### config.mk
export PLATFORM = sky130hd
export DESIGN_NAME = mem_access_ctrl
export DESIGN_NICKNAME = d
export VERILOG_FILES = /design/src/rtl/mem_access_ctrl_pkg.sv /design/src/rtl/lsu_lane_align.sv /design/src/rtl/mem_access_ctrl.sv
export SDC_FILE = /design/constraint.sdc
export NUM_CORES = 1
export LEC_CHECK = 0
export ABC_AREA = 1
export BUFFER_PORTS_ARGS = -buffer_cell sky130_fd_sc_hd__buf_2
export CAP_MARGIN = 5
export CORE_UTILIZATION = 43
export CTS_CLUSTER_SIZE = 10
export DETAILED_ROUTE_END_ITERATION = 6
export PLACE_DENSITY_LB_ADDON = 0.2
export SETUP_SLACK_MARGIN = 0.02
export SYNTH_ARGS = -nofsm -noshare
export SYNTH_HDL_FRONTEND = slang
export SYNTH_SLANG_ARGS = --single-unit
export TNS_END_PERCENT = 50
### constraint.sdc
create_clock -name i_clock -period 1.5 [get_ports i_clock]
set_input_delay 0.075 -clock i_clock [delete_from_list [all_inputs] [get_ports i_clock]]
set_output_delay 0.075 -clock i_clock [all_outputs]
set_load 0.05 [all_outputs]
### src/rtl/mem_access_ctrl_pkg.sv
// Shared encodings for the MEM-stage load/store controller.
package mem_access_ctrl_pkg;

    // Load/store filter op encodings; stores reuse the size bits [1:0].
    localparam logic [2:0] LOAD_BYTE          = 3'b000;
    localparam logic [2:0] LOAD_HEX           = 3'b001;
    localparam logic [2:0] LOAD_WORD          = 3'b011;
    localparam logic [2:0] LOAD_BYTE_UNSIGNED = 3'b100;
    localparam logic [2:0] LOAD_HEX_UNSIGNED  = 3'b101;
    localparam logic [2:0] STORE_BYTE         = 3'b000;
    localparam logic [2:0] STORE_HEX          = 3'b001;
    localparam logic [2:0] STORE_WORD         = 3'b011;

    // Access size field, op[1:0].
    localparam logic [1:0] SIZE_BYTE = 2'b00;
    localparam logic [1:0] SIZE_HALF = 2'b01;
    localparam logic [1:0] SIZE_RSVD = 2'b10;
    localparam logic [1:0] SIZE_WORD = 2'b11;

    // Controller state encodings.
    localparam logic [1:0] ST_IDLE   = 2'b00;
    localparam logic [1:0] ST_ACCESS = 2'b01;
    localparam logic [1:0] ST_DONE   = 2'b10;
    localparam logic [1:0] ST_ERR    = 2'b11;

    localparam int unsigned DEFAULT_TIMEOUT_CYCLES = 16;

    // Size field of a load/store op.
    function automatic logic [1:0] ls_size(input logic [2:0] op);
        return op[1:0];
    endfunction

endpackage

### src/rtl/lsu_lane_align.sv
// Combinational lane logic: alignment check, byte enables, store replication, load shift.
module lsu_lane_align
    import mem_access_ctrl_pkg::*;
#(
    parameter int unsigned PROC_BITS = 32
) (
    input  logic [1:0]             size,
    input  logic [1:0]             addr_lo,
    input  logic [PROC_BITS-1:0]   store_data,
    input  logic [PROC_BITS-1:0]   load_data,
    output logic                   illegal_c,
    output logic [PROC_BITS/8-1:0] be_c,
    output logic [PROC_BITS-1:0]   wdata_c,
    output logic [PROC_BITS-1:0]   rdata_c
);

    localparam int unsigned BE_W    = PROC_BITS / 8;
    localparam int unsigned HALVES  = PROC_BITS / 16;

    // Size-dependent alignment, enables and lane replication.
    always_comb begin
        illegal_c = 1'b0;
        be_c      = '0;
        wdata_c   = store_data;
        case (size)
            SIZE_BYTE: begin
                be_c    = BE_W'(1) << addr_lo;
                wdata_c = {BE_W{store_data[7:0]}};
            end
            SIZE_HALF: begin
                illegal_c = addr_lo[0];
                be_c      = BE_W'(3) << addr_lo;
                wdata_c   = {HALVES{store_data[15:0]}};
            end
            SIZE_WORD: begin
                illegal_c = (addr_lo != 2'b00);
                be_c      = '1;
            end
            default: begin
                illegal_c = 1'b1;
            end
        endcase
    end

    // Right-justify the addressed lane of the returned word.
    assign rdata_c = load_data >> {addr_lo, 3'b000};

endmodule

### src/rtl/mem_access_ctrl.sv
// MEM-stage controller sequencing loads/stores against a variable-latency memory.
module mem_access_ctrl
    import mem_access_ctrl_pkg::*;
#(
    parameter int unsigned PROC_BITS      = 32,
    parameter int unsigned TIMEOUT_CYCLES = DEFAULT_TIMEOUT_CYCLES
) (
    input  logic                   i_clock,
    input  logic                   i_reset,
    input  logic                   i_valid,
    input  logic                   i_mem_read,
    input  logic                   i_mem_write,
    input  logic [2:0]             i_ls_filter_op,
    input  logic [PROC_BITS-1:0]   i_addr,
    input  logic [PROC_BITS-1:0]   i_wdata,
    output logic                   o_stall,
    output logic                   o_done,
    output logic [PROC_BITS-1:0]   o_rdata,
    output logic [2:0]             o_ls_filter_op,
    output logic                   o_misaligned,
    output logic                   o_bus_error,
    output logic                   o_mem_req,
    output logic                   o_mem_we,
    output logic [PROC_BITS-1:0]   o_mem_addr,
    output logic [PROC_BITS/8-1:0] o_mem_be,
    output logic [PROC_BITS-1:0]   o_mem_wdata,
    input  logic                   i_mem_ready,
    input  logic [PROC_BITS-1:0]   i_mem_rdata
);

    localparam int unsigned BE_W  = PROC_BITS / 8;
    localparam int unsigned CNT_W = $clog2(TIMEOUT_CYCLES + 1);

    logic [1:0]           state_q, state_d;
    logic [CNT_W-1:0]     cnt_q, cnt_d, cnt_inc;
    logic [1:0]           addr_lo_q, addr_lo_d;
    logic [2:0]           op_q, op_d;
    logic                 done_d, mis_d, berr_d, req_d, we_d;
    logic [PROC_BITS-1:0] maddr_d, mwdata_d, rdata_d;
    logic [BE_W-1:0]      be_d;
    logic [2:0]           lsop_d;
    logic                 stall_c;
    logic                 access_c;

    logic                 illegal_c;
    logic [BE_W-1:0]      be_c;
    logic [PROC_BITS-1:0] wdata_c;
    logic [PROC_BITS-1:0] rdata_c;
    logic [1:0]           align_lo_c;

    assign access_c   = i_valid & (i_mem_read | i_mem_write);
    assign cnt_inc    = cnt_q + CNT_W'(1);
    // Shared lane logic: live address while idle, latched address while accessing.
    assign align_lo_c = (state_q == ST_ACCESS) ? addr_lo_q : i_addr[1:0];
    assign o_stall    = stall_c;

    lsu_lane_align #(
        .PROC_BITS (PROC_BITS)
    ) u_lane_align (
        .size       (ls_size(i_ls_filter_op)),
        .addr_lo    (align_lo_c),
        .store_data (i_wdata),
        .load_data  (i_mem_rdata),
        .illegal_c  (illegal_c),
        .be_c       (be_c),
        .wdata_c    (wdata_c),
        .rdata_c    (rdata_c)
    );

    // Next-state and next-output logic.
    always_comb begin
        state_d   = state_q;
        cnt_d     = cnt_q;
        addr_lo_d = addr_lo_q;
        op_d      = op_q;
        done_d    = 1'b0;
        mis_d     = 1'b0;
        berr_d    = 1'b0;
        req_d     = o_mem_req;
        we_d      = o_mem_we;
        maddr_d   = o_mem_addr;
        be_d      = o_mem_be;
        mwdata_d  = o_mem_wdata;
        rdata_d   = o_rdata;
        lsop_d    = o_ls_filter_op;
        stall_c   = 1'b0;
        case (state_q)
            ST_IDLE: begin
                if (access_c) begin
                    stall_c = 1'b1;
                    if (illegal_c) begin
                        mis_d   = 1'b1;
                        done_d  = 1'b1;
                        state_d = ST_ERR;
                    end else begin
                        req_d     = 1'b1;
                        we_d      = ~i_mem_read;
                        maddr_d   = {i_addr[PROC_BITS-1:2], 2'b00};
                        be_d      = be_c;
                        mwdata_d  = wdata_c;
                        addr_lo_d = i_addr[1:0];
                        op_d      = i_ls_filter_op;
                        cnt_d     = '0;
                        state_d   = ST_ACCESS;
                    end
                end
            end
            ST_ACCESS: begin
                stall_c = 1'b1;
                if (i_mem_ready) begin
                    req_d   = 1'b0;
                    we_d    = 1'b0;
                    cnt_d   = '0;
                    done_d  = 1'b1;
                    state_d = ST_DONE;
                    if (!o_mem_we) begin
                        rdata_d = rdata_c;
                        lsop_d  = op_q;
                    end
                end else if (cnt_inc == CNT_W'(TIMEOUT_CYCLES)) begin
                    req_d   = 1'b0;
                    we_d    = 1'b0;
                    cnt_d   = '0;
                    done_d  = 1'b1;
                    berr_d  = 1'b1;
                    state_d = ST_ERR;
                end else begin
                    cnt_d = cnt_inc;
                end
            end
            ST_DONE: begin
                state_d = ST_IDLE;
            end
            ST_ERR: begin
                state_d = ST_IDLE;
            end
            default: begin
                state_d = ST_IDLE;
            end
        endcase
    end

    // State and registered outputs.
    always_ff @(posedge i_clock) begin
        if (i_reset) begin
            state_q        <= ST_IDLE;
            cnt_q          <= '0;
            addr_lo_q      <= 2'b00;
            op_q           <= 3'b000;
            o_done         <= 1'b0;
            o_misaligned   <= 1'b0;
            o_bus_error    <= 1'b0;
            o_mem_req      <= 1'b0;
            o_mem_we       <= 1'b0;
            o_mem_addr     <= '0;
            o_mem_be       <= '0;
            o_mem_wdata    <= '0;
            o_rdata        <= '0;
            o_ls_filter_op <= 3'b000;
        end else begin
            state_q        <= state_d;
            cnt_q          <= cnt_d;
            addr_lo_q      <= addr_lo_d;
            op_q           <= op_d;
            o_done         <= done_d;
            o_misaligned   <= mis_d;
            o_bus_error    <= berr_d;
            o_mem_req      <= req_d;
            o_mem_we       <= we_d;
            o_mem_addr     <= maddr_d;
            o_mem_be       <= be_d;
            o_mem_wdata    <= mwdata_d;
            o_rdata        <= rdata_d;
            o_ls_filter_op <= lsop_d;
        end
    end

endmodule

==> impl_metrics.py <==
metrics = {
    "cts": {
        "cts_root_buf": "clkbuf_16",
        "htree_levels": 4,
        "clock_path_buffers": 2,
        "clk_pin_slew_ps": 60,
        "cts_sinks": 118,
        "cts_tree": "done",
        "cts-buffers-inserted": 17,
        "clk_latency_ps": 400,
    },
    "critical_path": {
        "worstSetupEndpointType": "flip-flop",
        "crit_arrival_ps": 2060,
        "r2r_start": "state_q[1]",
        "crit_buf_inv": 3,
        "worstSetupStartpointType": "flip-flop",
        "required_ps": 1830,
        "cp_top_family": "simple AND/OR/NAND/NOR gates",
        "critPathLaunch": "state_q[1]",
        "cp_slowest_cell": "dfxtp_4",
        "worst-path-stages": 11,
        "max_stage_delay_ps": 360,
        "ff2ff_setup_slack_ps": -220,
        "cp-endpoint": "o_mem_wdata[23]",
        "r2r-end": "o_mem_wdata[23]",
        "crit_type": "flip-flop to flip-flop",
        "crit_fanout": 6,
        "r2r_cells": 11,
        "cp_cell_sequence": "inv_4, nand2_4, nand2_4, nand3_2, nand2_2, nand2_2, nor3_4, buf_6, buf_12, o21ai_2, nor2_1",
    },
    "routing": {
        "via_per_inst": 4.93,
        "wirelength_um": 16600,
        "via_count": 5836,
        "initialDrtViolationCount": 356,
        "ant_nets": 0,
        "routedWlPerCell_um": 14.0,
        "drtPass1Iterations": 4,
        "post-route-drc-count": 0,
    },
    "synth": {
        "async_flop_share": 0,
        "netlist_area_um2": 5070,
        "synth_area_per_cell_um2": 6.92,
        "synth_warnings": 0,
        "ys_seq_elements": 118,
        "synth_edf_count": 0,
        "yosysSeqAreaShare": 0.466,
        "synth_cell_types": 25,
        "synthFlopType": "dfxtp_1",
        "synthCells": 732,
    },
    "timing": {
        "period_needed_ps": 1720,
        "fin_ws_ps": -225,
        "holdWs_ps": 8.20,
        "setup_tns_ps": -14830,
        "clock.fmax_ghz": 0.580,
        "maxSlewViolCount": 0,
        "setup_violations": 103,
        "final_hold_viol_count": 0,
        "rsz0062_at_grt": "true",
        "min_period_over_period": 1.15,
        "skew_ps": 7.31,
    },
    "global_routing": {
        "grt_pass1_vias": 5454,
        "grt_pass1_wl_um": 26300,
        "grt.total_usage": 0.265,
        "grt_overflow": 0,
        "grt_max_degree": 92,
        "antenna_found_initial": 0,
    },
    "final_layout": {
        "area_delta_synth_final_pct": 61.2,
        "layout_common_cells": "210 x buf_2, 153 x nor2_1, 115 x dfxtp_1",
        "layout_commonest_cell": "buf_2",
        "fill_cells": 941,
        "final_cells": 1184,
        "layout.nets": 1135,
        "n_antenna_cell": 0,
        "drive_gt1_frac": 0.354,
    },
    "floorplan": {
        "die_area_um2": 12200,
        "rows": 39,
        "die_h_um": 111,
        "io_pins": 214,
        "dieWidth_um": 111,
        "start_util": 0.442,
        "core_area_um2": 11500,
    },
    "pwr": {
        "irDropWorstVdd_mv": 0.855,
        "powerDensity_nw_per_um2": 1290,
        "p_leak_nw": 4.12,
        "total_power_mw": 10.5,
    },
    "placed_design": {
        "dp_hpwl_um": 10200,
        "routabilityCongestion": 0.831,
        "io_buffers": 211,
        "post-place-cells": 1088,
    },
    "status": {
        "status": "finished, violations left",
        "violations": "setup timing",
    },
    "job": {
        "cap_violations": 0,
    },
    "min_path": {
        "holdPathStages": 3,
        "worstHoldPathType": "input port to flip-flop",
    },
}
-- cells by family (layout without fill, tap and decap cells) --
kind of cell	after synthesis	in the layout	share of synthesized area
buffers and inverters	100	408	0.0803
and+or+nand+nor	319	319	0.250
DFF	118	118	0.466
AOI/OAI and AO/OA	193	193	0.200
adders and majority gates	1	1	0.00247
other	1	2	0.000740
-- flip-flops by register name (all words and copies together), names as in the netlist, 2 cells and up --
name	flops
op_q	3
o_rdata	32
o_mem_addr	30
o_mem_wdata	32
o_ls_filter_op	3
addr_lo_q	2
cnt_q	5
o_mem_be	4
state_q	2
-- worst reg2reg max path, cell delays in order, from the launching register on --
cell and delay (ps):
dfxtp_4 360, inv_4 70, nand2_4 70, nand2_4 70, nand3_2 70, nand2_2 70
nand2_2 70, nor3_4 330, buf_6 210, buf_12 130, o21ai_2 50, nor2_1 150
-- layer usage --
metal  share of wire  GRT usage
met5               0          0
met4           0.031      0.121
met3           0.063     0.0675
met2            0.47      0.424
met1            0.43      0.335
-- power breakdown --
part,switching [mW],leakage (nW),internal [mW]
combinational,1.67,2.84,0.847
clock,1.42,0.316,3.06
sequential,0.123,0.964,3.37
total,3.21,4.12,7.28
-- Yosys cell counts (all sizes together) (2+ instances only) --
master | count | area (um2)
o21ai | 117 | 586
nor3 | 3 | 37.5
nor2 | 167 | 634
inv | 53 | 199
nand3 | 17 | 85.1
o211ai | 16 | 120
clkbuf | 30 | 120
a21oi | 57 | 285
a211oi | 2 | 15.0
buf | 16 | 83.8
nand2 | 128 | 485
nand4 | 3 | 18.8
dfxtp | 118 | 2360
-- worst min path at each step --
stage                     slack [ps]             to             from
final                              8    o_rdata[12]  i_mem_rdata[12]
after detailed placement         300  o_mem_addr[9]        i_addr[9]
after global placement           300  o_mem_addr[9]        i_addr[9]
after floorplan                  210   addr_lo_q[0]        i_addr[0]
after CTS                          1    o_rdata[12]  i_mem_rdata[12]
after global routing               9    o_rdata[12]  i_mem_rdata[12]
-- timing repair --
item | 4_1_cts | 5_1_grt
resized for setup | 37 | 69
cloned | 0 | 3
buffers inserted | 2 | 6
hold buffers | 54 | 0
endpoints found under the hold margin | 54 | 0
setup endpoints to repair | 111 | 117
pin swaps | 3 | 7
-- per-stage QoR --
stage	area (um2)	util	setup WS (ps)
global placement	6590	0.574	-48.4
detailed placement	6590	0.574	-98.1
floorplan	5100	-	-80.4
finish	8160	0.712	-225
CTS	7890	0.688	-127
global route	8160	0.712	-336
-- layout make-up --
| class | count | area, um2 | share of cell area |
|---|---|---|---|
| multi-input combinational | 515 | 2520 | 0.309 |
| tap | 143 | 179 | 0.0219 |
| clock inverter | 9 | 173 | 0.0211 |
| inverter | 54 | 208 | 0.0254 |
| timing repair buffer | 323 | 2230 | 0.274 |
| clock buffer | 22 | 474 | 0.0581 |
| sequential | 118 | 2370 | 0.290 |
Power figures use the tool's default switching activity.
